**src/rtl/mem_port_arbiter.sv**
```systemverilog
// Two-to-one sram-like port arbiter: data-first (or round-robin with ARB_RR_EN), grant held until addr_ok,
// in-order ID FIFO routes data_ok/rdata back to the issuing requester.
module mem_port_arbiter #(
  parameter int OUTST_DEPTH = 4,
  parameter int PTR_W       = 2
) (
  input  logic             clk,
  input  logic             reset,
  input  logic             inst_req,
  input  logic             inst_wr,
  input  logic [1:0]       inst_size,
  input  logic [31:0]      inst_addr,
  input  logic [3:0]       inst_wstrb,
  input  logic [31:0]      inst_wdata,
  output logic             inst_addr_ok,
  output logic             inst_data_ok,
  output logic [31:0]      inst_rdata,
  input  logic             data_req,
  input  logic             data_wr,
  input  logic [1:0]       data_size,
  input  logic [31:0]      data_addr,
  input  logic [3:0]       data_wstrb,
  input  logic [31:0]      data_wdata,
  output logic             data_addr_ok,
  output logic             data_data_ok,
  output logic [31:0]      data_rdata,
  output logic             m_req,
  output logic             m_wr,
  output logic [1:0]       m_size,
  output logic [31:0]      m_addr,
  output logic [3:0]       m_wstrb,
  output logic [31:0]      m_wdata,
  input  logic             m_addr_ok,
  input  logic             m_data_ok,
  input  logic [31:0]      m_rdata,
  output logic [PTR_W:0]   outst_cnt,
  output logic             resp_err
);

  logic [PTR_W:0]       cnt_q, cnt_d;
  logic [PTR_W-1:0]     wr_ptr_q, rd_ptr_q;
  logic [OUTST_DEPTH-1:0] id_q;
  logic                 lock_q, lock_id_q;
  logic                 resp_err_q;
  logic                 gnt_vld, gnt_id;
  logic                 full, empty, push, pop, head_id;

`ifdef ARB_RR_EN
  logic                 prio_q;
`endif

  assign full  = (cnt_q == (PTR_W+1)'(OUTST_DEPTH));
  assign empty = (cnt_q == '0);

  // ID 1 = data side, ID 0 = inst side
  always_comb begin
    gnt_vld = 1'b0;
    gnt_id  = 1'b0;
    if (lock_q) begin
      gnt_id  = lock_id_q;
      gnt_vld = lock_id_q ? data_req : inst_req;
    end else begin
`ifdef ARB_RR_EN
      if (data_req && inst_req) begin
        gnt_vld = 1'b1;
        gnt_id  = prio_q;
      end else if (data_req) begin
        gnt_vld = 1'b1;
        gnt_id  = 1'b1;
      end else if (inst_req) begin
        gnt_vld = 1'b1;
        gnt_id  = 1'b0;
      end
`else
      if (data_req) begin
        gnt_vld = 1'b1;
        gnt_id  = 1'b1;
      end else if (inst_req) begin
        gnt_vld = 1'b1;
        gnt_id  = 1'b0;
      end
`endif
    end
  end

  assign m_req   = gnt_vld && !full;
  assign m_wr    = gnt_vld ? (gnt_id ? data_wr    : inst_wr)    : 1'b0;
  assign m_size  = gnt_vld ? (gnt_id ? data_size  : inst_size)  : 2'b0;
  assign m_addr  = gnt_vld ? (gnt_id ? data_addr  : inst_addr)  : 32'h0;
  assign m_wstrb = gnt_vld ? (gnt_id ? data_wstrb : inst_wstrb) : 4'h0;
  assign m_wdata = gnt_vld ? (gnt_id ? data_wdata : inst_wdata) : 32'h0;

  assign push = m_req && m_addr_ok;
  assign pop  = m_data_ok && !empty;

  assign inst_addr_ok = push && !gnt_id;
  assign data_addr_ok = push && gnt_id;

  assign head_id      = id_q[rd_ptr_q];
  assign inst_data_ok = pop && !head_id;
  assign data_data_ok = pop && head_id;
  assign inst_rdata   = m_rdata;
  assign data_rdata   = m_rdata;

  assign outst_cnt = cnt_q;
  assign resp_err  = resp_err_q;

  always_comb begin
    cnt_d = cnt_q;
    case ({push, pop})
      2'b10:   cnt_d = cnt_q + 1'b1;
      2'b01:   cnt_d = cnt_q - 1'b1;
      default: cnt_d = cnt_q;
    endcase
  end

  always_ff @(posedge clk) begin
    if (reset) begin
      cnt_q      <= '0;
      wr_ptr_q   <= '0;
      rd_ptr_q   <= '0;
      id_q       <= '0;
      lock_q     <= 1'b0;
      lock_id_q  <= 1'b0;
      resp_err_q <= 1'b0;
`ifdef ARB_RR_EN
      prio_q     <= 1'b1;
`endif
    end else begin
      cnt_q <= cnt_d;
      if (push) begin
        id_q[wr_ptr_q] <= gnt_id;
        wr_ptr_q       <= wr_ptr_q + 1'b1;
`ifdef ARB_RR_EN
        prio_q         <= ~prio_q;
`endif
      end
      if (pop)
        rd_ptr_q <= rd_ptr_q + 1'b1;
      if (m_data_ok && empty)
        resp_err_q <= 1'b1;
      // Hold the offered side until the downstream port takes it
      if (push) begin
        lock_q <= 1'b0;
      end else if (m_req) begin
        lock_q    <= 1'b1;
        lock_id_q <= gnt_id;
      end
    end
  end

endmodule

```
**config.mk**
```make
export PLATFORM = sky130hd
export DESIGN_NAME = mem_port_arbiter
export DESIGN_NICKNAME = d
export VERILOG_FILES = /design/src/rtl/mem_port_arbiter.sv
export SDC_FILE = /design/constraint.sdc
export NUM_CORES = 1
export LEC_CHECK = 0
export CORE_AREA = 2 2 127 129
export CTS_CLUSTER_DIAMETER = 200
export CTS_CLUSTER_SIZE = 24
export DETAILED_ROUTE_END_ITERATION = 16
export DIE_AREA = 0 0 129 131
export PLACE_DENSITY = 0.55
export SYNTH_ARGS = -nofsm -noshare
export SYNTH_HDL_FRONTEND = slang
export SYNTH_SLANG_ARGS = --single-unit
```
**constraint.sdc**
```tcl
create_clock -name clk -period 4.1 [get_ports clk]
set_input_delay 0.82 -clock clk [delete_from_list [all_inputs] [get_ports clk]]
set_output_delay 0.82 -clock clk [all_outputs]
set_load 0.05 [all_outputs]
```
==> metrics, run 1 <==
estimated wirelength of the detail-placed design=9350 microns; fraction of power spent switching nets=0.488; Floorplan Core Area=15600 sq um; count of yosys warnings during synthesis=0; cell with the biggest individual delay on the critical path=clkdlybuf4s50_1; Nets=720; post-synthesis average cell area=5.96 sq um; number of nets produced by synthesis=569; clock tree from TritonCTS=done; Post-DRT Antenna Nets=0; Starting Density=0.146; RSZ-0062 raised after global routing=false; pin count of the biggest net entering global routing=42; Synth top area share=0.242; most frequent standard cell in the layout excluding fill and tap cells=clkdlybuf4s50_1; diode insertion count for antenna repair=0; Residual DRC=0; maximum level of the CTS H-tree=1; number of antenna violations at the first check in global routing=0; standby leakage power=2.05 nW; sum of internal, switching and leakage power=2.02 mW; Logic pwr share=0.799; minimum period implied by the final worst setup slack=3.49 ns; Slew HR=0.664; fmax=0.286 GHz; cts bufs inserted=3; worst hold path stage count=2; sequential share of power=0.100; launch point of the worst hold path=resp_err$_SDFFE_PP0P_; Worst EP arrival=2.67 ns; buffer depth of the longest clock path=2; routed wire length per instance=15.4 microns; main combinational cell family by area after synthesis=simple AND/OR/NAND/NOR gates; Critical R2R Launch=lock_id_q$_SDFFE_PP0P_; vias in the first global route=2808; number of violations of the max-capacitance limit=0; biggest area consumer among synthesized cells=nand2_1; routability-driven placement congestion ratio=0.744; total detailed-routing wirelength=11500 microns; outcome=finished, final reports clean; worst IR drop on VDD=0.306 mV; switching power summed over all nets=986 uW; count of filler cells inserted in the layout=1624; capture point of the worst reg-to-reg path=outst_cnt[2]$_SDFFE_PP0P_; arithmetic-cell share of the synthesized area counting full adders, half adders and majority gates=0.0362; type of element capturing the critical path=primary output; synthesized-area fraction occupied by and/or/nand/nor cells=0.298; Yosys cell types=29; clock insertion delay at the later pin of the skew report=0.24 ns; total clock sinks=14; Hold/Removal Path Class=reg -> reg; Worst path max stage delay=0.58 ns; die footprint=16900 sq um; post-synthesis cell count=383; xor-xnor portion of the synthesized cell area=0.0192; Final Cycle Share=0.852; number of synthesized register bits=14; total of hold buffers inserted after clock tree synthesis=0; I/O Buffers=227; start-to-end type of the worst setup path=in -> out; critical-path maximum fanout=41; Least-Margin Pin Slew=0.502 ns; total grt overflow=0; height of the die=131 microns; destination of the worst hold path=resp_err$_SDFFE_PP0P_; clock-pin slew on the worst setup and hold paths=0.05 ns; share of cells above drive strength 1=0.171; max-slew violation count=0; first-pass iteration count of the detailed router=4; final setup violation count=0; number of gates resized after CTS=0; relative area change from synthesis to final layout=121%; number of cells traversed by the worst register-to-register path=10; die outline width=129 microns; global-route wire length before repair=16600 microns; share of cell area taken by muxes after synthesis=0.0515; number of buffer and inverter instances along the worst setup path=3; flop2flop setup slack=1.68 ns; global-route total usage across every layer=0.125; category of cells accounting for the largest share of critical-path delay=buffers and inverters; clock skew after layout=0.00230 ns; Internal Pwr Total=1.04 mW; Critical Path Source Type=input port; required arrival time at the worst endpoint=3.28 ns; sequential element share of the synthesized area=0.123; aggregate negative setup slack=0 ns; Netlist Area Pre-Place=2280 sq um; Via Count=2860; number of failing hold endpoints at the final stage=0; Pwr per Cell Area=401 nW/um^2; synthesized-area fraction occupied by ao, oa, aoi and oai cells=0.182; clock network fraction of total power=0.101; critical path, cell by cell=clkdlybuf4s50_1, mux2i_1, a21o_2, buf_4, a21oi_1, buf_12; via count normalized by instance count=3.82; total setup buffers inserted after CTS=0; root buffer cell=clkbuf_16; number of top-level pins=324; row count=46; most frequent cells in the layout=153 x clkdlybuf4s50_1, 147 x nand2_1, 74 x a21oi_1; number of violations reported at the end of detailed-routing iteration 0=87; main area contributors after synthesis=nand2_1 24%, buf_4 21%, a21oi_1 16%
==> state kept, by name (all words and copies together), names as in the netlist <==
signal and cells:
outst_cnt 3, id_q 4, wr_ptr_q 2, rd_ptr_q 2
lock_q 1, resp_err 1, lock_id_q 1
==> worst max path at each step <==
stage,start,endpoint,cells past startpoint
6_report,data_req,m_wdata[28],6
4_1_cts,data_req,m_wdata[28],6
3_3_place_gp,data_req,m_wdata[28],6
2_1_floorplan,data_req,m_wdata[10],4
5_1_grt,data_req,m_wdata[28],6
3_5_place_dp,data_req,m_wdata[28],6
==> Yosys cell counts (all sizes together) <==
library cell / number
and2: 1
or2b: 1
xor2: 3
nor2: 14
o21ai: 3
ha: 5
a211oi: 1
inv: 6
mux4: 1
nor2b: 1
or3: 1
nor3b: 1
nand2: 147
nor3: 2
dfxtp: 14
a21oi: 74
clkbuf: 8
a21o: 1
xnor2: 2
buf: 81
o31a: 1
nand2b: 5
mux2: 1
fa: 1
mux2i: 8
==> per-stage QoR <==
stage                     instances  hold WS, ns  cell area, sq um  utilization  setup WS [ns]
final                           749        0.466              5040        0.323          0.608
after global placement          745        0.458              4960        0.318          0.567
after CTS                       749        0.473              5040        0.323          0.554
after global routing            749        0.496              5040        0.323          0.472
after detailed placement        745        0.462              4960        0.318          0.579
after floorplan                 383        0.449              2280            -          0.988
==> worst min-delay path, cell delays in order, from the launching register on <==
cell	delay (ns)
dfxtp_1	0.32
a21oi_1	0.04
nor2_1	0.07
==> cell families (layout without fill, tap and decap cells) <==
group | Yosys count | after routing
simple gates | 173 | 173
fa+ha+maj | 6 | 6
flops | 14 | 14
compound gates | 80 | 80
buf+inv | 95 | 245
xor+xnor | 5 | 5
mux | 10 | 10
==> metal layers <==
metal | GRT usage | part of all wire
met4 | 0.0237 | 0.015
met3 | 0.0599 | 0.13
met1 | 0.149 | 0.38
met2 | 0.208 | 0.47
met5 | 0 | 0
==> power by group through the flow <==
stage          sequential [mW]  combinational (mW)  clock [mW]
3_3_place_gp             0.205                1.63           0
5_1_grt                  0.209                1.71       0.214
6_report                 0.202                1.62       0.203
2_1_floorplan            0.245               0.966           0
3_5_place_dp             0.206                1.63           0
4_1_cts                  0.203                1.64       0.208
==> layout make-up <==
class	instances	area (sq um)	area share
Inverter	6	22.5	0.00446
Clock buffer	4	88.8	0.0176
Timing Repair Buffer	235	3040	0.602
Tap cell	216	270	0.0536
Multi-Input combinational cell	274	1350	0.267
Sequential cell	14	280	0.0556
Power figures use the tool's default switching activity.
==> run 2: changes to the inputs <==
- CORE_AREA: 2 2 127 129 -> 4 4 122 124
- DIE_AREA: 0 0 129 131 -> 0 0 126 128
- PLACE_DENSITY: 0.55 -> 0.6
- clock period: 4.1 -> 4.2 ns (I/O delays scaled with it)
==> run 2 against run 1 <==
Die area decreased by 4.6%. Sequential share of layout area increased by 0.061 points. Via count increased by 5.3%. Cell count decreased by 5.2%. Core utilization increased by 3.9 points. Non-clock buffer count decreased by 3. Wire length increased by 0.13%.
==> metrics, run 2 (same netlist as run 1, synthesis figures left out) <==
number of failing hold endpoints at the final stage=0 (unchanged); start-to-end type of the worst setup path=in -> out; worst IR drop on VDD=0.371 mV (+21%); number of gates resized after CTS=0 (unchanged); minimum period implied by the final worst setup slack=3.47 ns; routed wire length per instance=16.2 microns (+5.6%); total setup buffers inserted after CTS=0 (unchanged); most flop-heavy register=id_q; multi-input logic area=1350 sq um (unchanged); clock network fraction of total power=0.102 (about the same); Slew HR=0.551 (-0.113); number of antenna violations at the first check in global routing=1 (+1); I/O Buffers=227 (unchanged); Least-Margin Pin Slew=0.672 ns (+0.170 ns); total clock sinks=14 (unchanged); vias in the first global route=3148 (+12%); critical path, cell by cell=clkdlybuf4s50_1, mux2_2, buf_4, nand2_1, a21oi_1, buf_12; outcome=finished, final reports clean; worst setup path end=m_wdata[24]; final hold slack=0.484 ns (+0.0178 ns); fmax=0.288 GHz; capture point of the worst reg-to-reg path=outst_cnt[2]$_SDFFE_PP0P_; final instance area=4990 sq um (-1.1%); total detailed-routing wirelength=11500 microns (+0.13%); pin count of the biggest net entering global routing=74 (+76%); number of top-level pins=324 (unchanged); number of flip-flops in the largest register=4 (unchanged); Critical Path Source Type=input port; buffer depth of the longest clock path=2 (unchanged); max-slew violation count=0 (unchanged); number of violations of the max-capacitance limit=0 (unchanged); root buffer cell=clkbuf_16; row count=43 (-6.5%); height of the die=128 microns (-2.3%); aggregate negative setup slack=0 ns (unchanged); global-route total usage across every layer=0.135 (+0.00921); maximum level of the CTS H-tree=1 (unchanged); Hold/Removal Path Class=reg -> reg; clock insertion delay at the later pin of the skew report=0.24 ns (about the same); clock tree from TritonCTS=done; Final Cycle Share=0.826; sequential share of power=0.100 (about the same); Post-DRT Antenna Nets=0 (unchanged); number of cells traversed by the worst register-to-register path=9 (-1); Pwr per Cell Area=397 nW/um^2 (-0.99%); crit path launch=data_req; number of violations reported at the end of detailed-routing iteration 0=125 (+44%); total of hold buffers inserted after clock tree synthesis=0 (unchanged); Critical R2R Launch=outst_cnt[2]$_SDFFE_PP0P_; most frequent standard cell in the layout excluding fill and tap cells=clkdlybuf4s50_1; diode insertion count for antenna repair=0 (unchanged); Logic pwr share=0.798 (about the same); Worst EP arrival=2.63 ns (-0.04 ns); global-route wire length before repair=17700 microns (+7.0%); cell with the biggest individual delay on the critical path=clkdlybuf4s50_1; most frequent cells in the layout=153 x clkdlybuf4s50_1, 147 x nand2_1, 74 x a21oi_1; estimated wirelength of the detail-placed design=9610 microns (+2.8%); placement-stage cell area=4900 sq um (-1.1%); Floorplan Core Area=13800 sq um (-12%); share of cells above drive strength 1=0.166 (-0.00469); Worst path max stage delay=0.58 ns (about the same); standby leakage power=2.04 nW (-0.56%); clock-pin slew on the worst setup and hold paths=0.05 ns (about the same); relative area change from synthesis to final layout=119%; count of filler cells inserted in the layout=1441 (-11%); type of element capturing the critical path=primary output; Via Count=3013 (+5.3%); fraction of power spent switching nets=0.490 (+0.00223); routability-driven placement congestion ratio=0.832 (+12%); first-pass iteration count of the detailed router=4 (unchanged); Nets=717 (-0.42%); RSZ-0062 raised after global routing=false; Starting Density=0.166 (+0.0194); required arrival time at the worst endpoint=3.36 ns (+0.08 ns); final setup violation count=0 (unchanged); die outline width=126 microns (-2.3%); Internal Pwr Total=1.01 mW (-2.5%); via count normalized by instance count=4.24 (+11%); total area of sequential cells=280 sq um (unchanged); critical-path maximum fanout=36 (-12%); Residual DRC=0 (unchanged); total grt overflow=0 (unchanged); cts bufs inserted=3 (unchanged); flop2flop setup slack=1.51 ns (-0.17 ns); switching power summed over all nets=970 uW (-1.6%); die footprint=16100 sq um (-4.6%); clock skew after layout=0.00141 ns (-0.000893 ns)
run 2: cell count changes in the layout (fill, tap and decap cells not counted), sizes merged:
cell and delta:
buf -3
run 2: area by class of cell:
cell class | count | area share
flip-flops and latches | 14 | 0.0562
well taps | 180 | 0.0451
repair buffers | 232 | 0.606
inverters | 6 | 0.00451
clock buffers | 4 | 0.0178
multi-input cells | 274 | 0.270
run 2: per-stage QoR:
| stage | std cells | utilization | setup WS (ns) | power [mW] |
|---|---|---|---|---|
| 2_1_floorplan | 383 | - | 1.05 | 1.18 |
| 3_3_place_gp | 706 | 0.356 | 0.690 | 1.77 |
| 3_5_place_dp | 706 | 0.356 | 0.687 | 1.79 |
| 4_1_cts | 710 | 0.362 | 0.666 | 2.00 |
| 5_1_grt | 710 | 0.362 | 0.596 | 2.08 |
| 6_report | 710 | 0.362 | 0.730 | 1.98 |
run 2: worst min path at each step:
stage	from	to	slack, ns	depth (start not counted)
finish	resp_err$_SDFFE_PP0P_	resp_err$_SDFFE_PP0P_	0.48	2
global route	id_q[2]$_SDFFE_PP0P_	id_q[2]$_SDFFE_PP0P_	0.51	2
CTS	id_q[0]$_SDFFE_PP0P_	id_q[0]$_SDFFE_PP0P_	0.49	2
detailed placement	id_q[1]$_SDFFE_PP0P_	id_q[1]$_SDFFE_PP0P_	0.48	2
global placement	resp_err$_SDFFE_PP0P_	resp_err$_SDFFE_PP0P_	0.46	2
floorplan	id_q[1]$_SDFFE_PP0P_	id_q[1]$_SDFFE_PP0P_	0.45	2
run 2: power by group through the flow:
| stage | clock network, mW | logic (mW) | registers, mW |
|---|---|---|---|
| 3_5_place_dp | 0 | 1.59 | 0.201 |
| 4_1_cts | 0.205 | 1.60 | 0.198 |
| 5_1_grt | 0.213 | 1.66 | 0.204 |
| 2_1_floorplan | 0 | 0.943 | 0.239 |
| 6_report | 0.202 | 1.58 | 0.198 |
| 3_3_place_gp | 0 | 1.58 | 0.197 |
run 2: layer usage:
layer / share of wire / track usage / vias to the layer above / wire (microns)
li1: - / - / 1453 / -
met1: 0.37 / 0.162 / 1334 / 4290
met2: 0.48 / 0.219 / 186 / 5500
met3: 0.12 / 0.0546 / 38 / 1340
met4: 0.033 / 0.0448 / 2 / 383
met5: 0.0010 / 0 / - / 12
run 2: worst max-delay path, delay by kind of cell:
| family | cells | cell delay (ns) |
|---|---|---|
| mux | 1 | 0.21 |
| compound gates | 1 | 0.34 |
| buf+inv | 3 | 1.10 |
| simple gates | 1 | 0.09 |
==> run 3: changes to the inputs <==
- CORE_AREA: 4 4 122 124 -> 4 4 124 126
- DIE_AREA: 0 0 126 128 -> 0 0 128 130
- PLACE_DENSITY: 0.6 -> 0.61
- clock period: 4.2 -> 3.1 ns (I/O delays scaled with it)
==> run 3 against run 2 <==
Wire length rose by 0.66%. Register-to-register slack lost 0.71 ns. Highest routed layer is now met4. Clock skew about the same. Worst hold slack worse by 0.021 ns. Clock power rose by 32%. Critical endpoint is now m_addr[17]. Cell count rose by 1.3%. Critical path type unchanged. Design area up 1.8%. Power increased by 38%.
==> metrics, run 3 (same netlist as run 1, synthesis figures left out) <==
outcome=finished, final reports clean; diode insertion count for antenna repair=0 (unchanged); flop2flop setup slack=0.80 ns (-0.71 ns); Least-Margin Pin Slew=0.507 ns (-0.165 ns); pin count of the biggest net entering global routing=49 (-34%); number of buffer and inverter instances along the worst setup path=4 (+1); Cells after DPL=715 (+1.3%); routability-driven placement congestion ratio=0.731 (-12%); height of the die=130 microns (+1.6%); Critical R2R Launch=outst_cnt[2]$_SDFFE_PP0P_; cell with the biggest individual delay on the critical path=clkdlybuf4s50_1; die outline width=128 microns (+1.6%); total of hold buffers inserted after clock tree synthesis=0 (unchanged); Final Cycle Share=0.951; destination of the worst hold path=resp_err$_SDFFE_PP0P_; fmax=0.339 GHz; most flop-heavy register=id_q; Pwr per Cell Area=536 nW/um^2 (+35%); worst hold path stage count=2 (unchanged); total setup buffers inserted after CTS=0 (unchanged); total detailed-routing wirelength=11600 microns (+0.66%); Slew HR=0.661 (+0.110); Via Count=2899 (-3.8%); routed wire length per instance=16.1 microns (-0.60%); number of violations reported at the end of detailed-routing iteration 0=87 (-30%); category of cells accounting for the largest share of critical-path delay=buffers and inverters; maximum level of the CTS H-tree=1 (unchanged); number of failing hold endpoints at the final stage=0 (unchanged); total clock sinks=14 (unchanged); cts bufs inserted=3 (unchanged); number of cells traversed by the worst register-to-register path=10 (+1); first-pass iteration count of the detailed router=4 (unchanged); number of violations of the max-capacitance limit=0 (unchanged); number of gates resized after CTS=0 (unchanged); minimum period implied by the final worst setup slack=2.95 ns; critical path, cell by cell=clkdlybuf4s50_1, mux2_2, buf_12, buf_4, nand2_1, a21oi_1, buf_12; Critical Path Source Type=input port; most frequent standard cell in the layout excluding fill and tap cells=clkdlybuf4s50_1; number of top-level pins=324 (unchanged); vias in the first global route=2774 (-12%); clock tree from TritonCTS=done; buffer depth of the longest clock path=2 (unchanged); die footprint=16600 sq um (+3.2%); RSZ-0062 raised after global routing=false; Starting Density=0.159 (-0.00626); clock-pin slew on the worst setup and hold paths=0.04 ns (about the same); global-route wire length before repair=16100 microns (-9.2%); clock skew after layout=0.00128 ns (-0.000132 ns); Worst path max stage delay=0.58 ns (about the same); critical-path maximum fanout=43 (+19%); via count normalized by instance count=4.03 (-5.0%); aggregate negative setup slack=0 ns (unchanged); estimated wirelength of the detail-placed design=9610 microns (about the same); root buffer cell=clkbuf_16; standby leakage power=2.09 nW (+2.2%); Hold/Removal Path Class=reg -> reg; number of flip-flops in the largest register=4 (unchanged); total grt overflow=0 (unchanged); final setup violation count=0 (unchanged); launch point of the worst hold path=resp_err$_SDFFE_PP0P_; Residual DRC=0 (unchanged); type of element capturing the critical path=primary output; most frequent cells in the layout=151 x clkdlybuf4s50_1, 147 x nand2_1, 76 x buf_12; Worst EP arrival=2.33 ns (-0.30 ns); relative area change from synthesis to final layout=122%; global-route total usage across every layer=0.123 (-0.0120); non-filler instance count after layout=719 (+1.3%); row count=44 (+2.3%); max-slew violation count=0 (unchanged); start-to-end type of the worst setup path=in -> out; number of antenna violations at the first check in global routing=0 (-1); worst IR drop on VDD=0.314 mV (-15%); clock insertion delay at the later pin of the skew report=0.24 ns (about the same); share of cells above drive strength 1=0.178 (+0.0115); I/O Buffers=227 (unchanged); Floorplan Core Area=14300 sq um (+3.9%); required arrival time at the worst endpoint=2.48 ns (-0.88 ns); Crit path top cell by count=buf_12; Nets=722 (+0.70%); Post-DRT Antenna Nets=0 (unchanged); capture point of the worst reg-to-reg path=outst_cnt[2]$_SDFFE_PP0P_
[run 3: changes by cell type in the layout (fill, tap and decap cells not counted)]
cell	change
buf_12	+4
buf_4	+3
clkdlybuf4s50_1	-2
[run 3: where the power goes]
| part | leakage, nW | total, mW | switching (mW) | internal (mW) |
|---|---|---|---|---|
| clock | 0.0442 | 0.266 | 0.0712 | 0.195 |
| sequential | 0.114 | 0.268 | 0.0477 | 0.220 |
| combinational | 1.93 | 2.19 | 1.20 | 0.985 |
[run 3: worst max-delay path by stage]
stage / startpoint / slack (ns) / to / depth (start not counted)
2_1_floorplan: outst_cnt[0]$_SDFFE_PP0P_ / 0.35 / data_addr_ok / 4
3_3_place_gp: data_req / 0.14 / m_wdata[23] / 6
3_5_place_dp: data_req / 0.14 / m_wdata[24] / 6
4_1_cts: data_req / 0.12 / m_wdata[24] / 6
5_1_grt: data_req / 0.03 / m_wdata[24] / 6
6_report: data_req / 0.15 / m_addr[17] / 7
[run 3: layer usage]
layer,part of all wire,up-vias,global-route usage
met5,0,-,0
met4,0.037,0,0.0449
met3,0.10,47,0.0422
met2,0.44,125,0.184
met1,0.42,1265,0.162
li1,-,1462,-
[run 3: layout make-up]
class | count | area, sq um
tap | 184 | 230
multi-input combinational | 274 | 1350
fill | 1518 | 9240
inverter | 6 | 22.5
clock buffer | 4 | 88.8
sequential | 14 | 280
timing repair buffer | 237 | 3110
[run 3: worst register-to-register path, stage by stage, from the launching register on]
cell and delay [ns]:
dfxtp_1 0.41, nor3b_1 0.21, buf_4 0.17, a211oi_2 0.06, inv_1 0.14, ha_1 0.20
inv_1 0.06, fa_1 0.38, xor2_1 0.16, or3_1 0.30, a21oi_1 0.13
[run 3: metrics by stage]
stage	utilization	worst slack, ns	hold slack (ns)	cell area, sq um	power (mW)
floorplan	-	0.345	0.449	2280	1.60
global placement	0.349	0.137	0.452	4990	2.47
detailed placement	0.349	0.135	0.454	4990	2.47
CTS	0.355	0.119	0.466	5080	2.75
global route	0.355	0.0335	0.490	5080	2.86
finish	0.355	0.153	0.463	5080	2.72
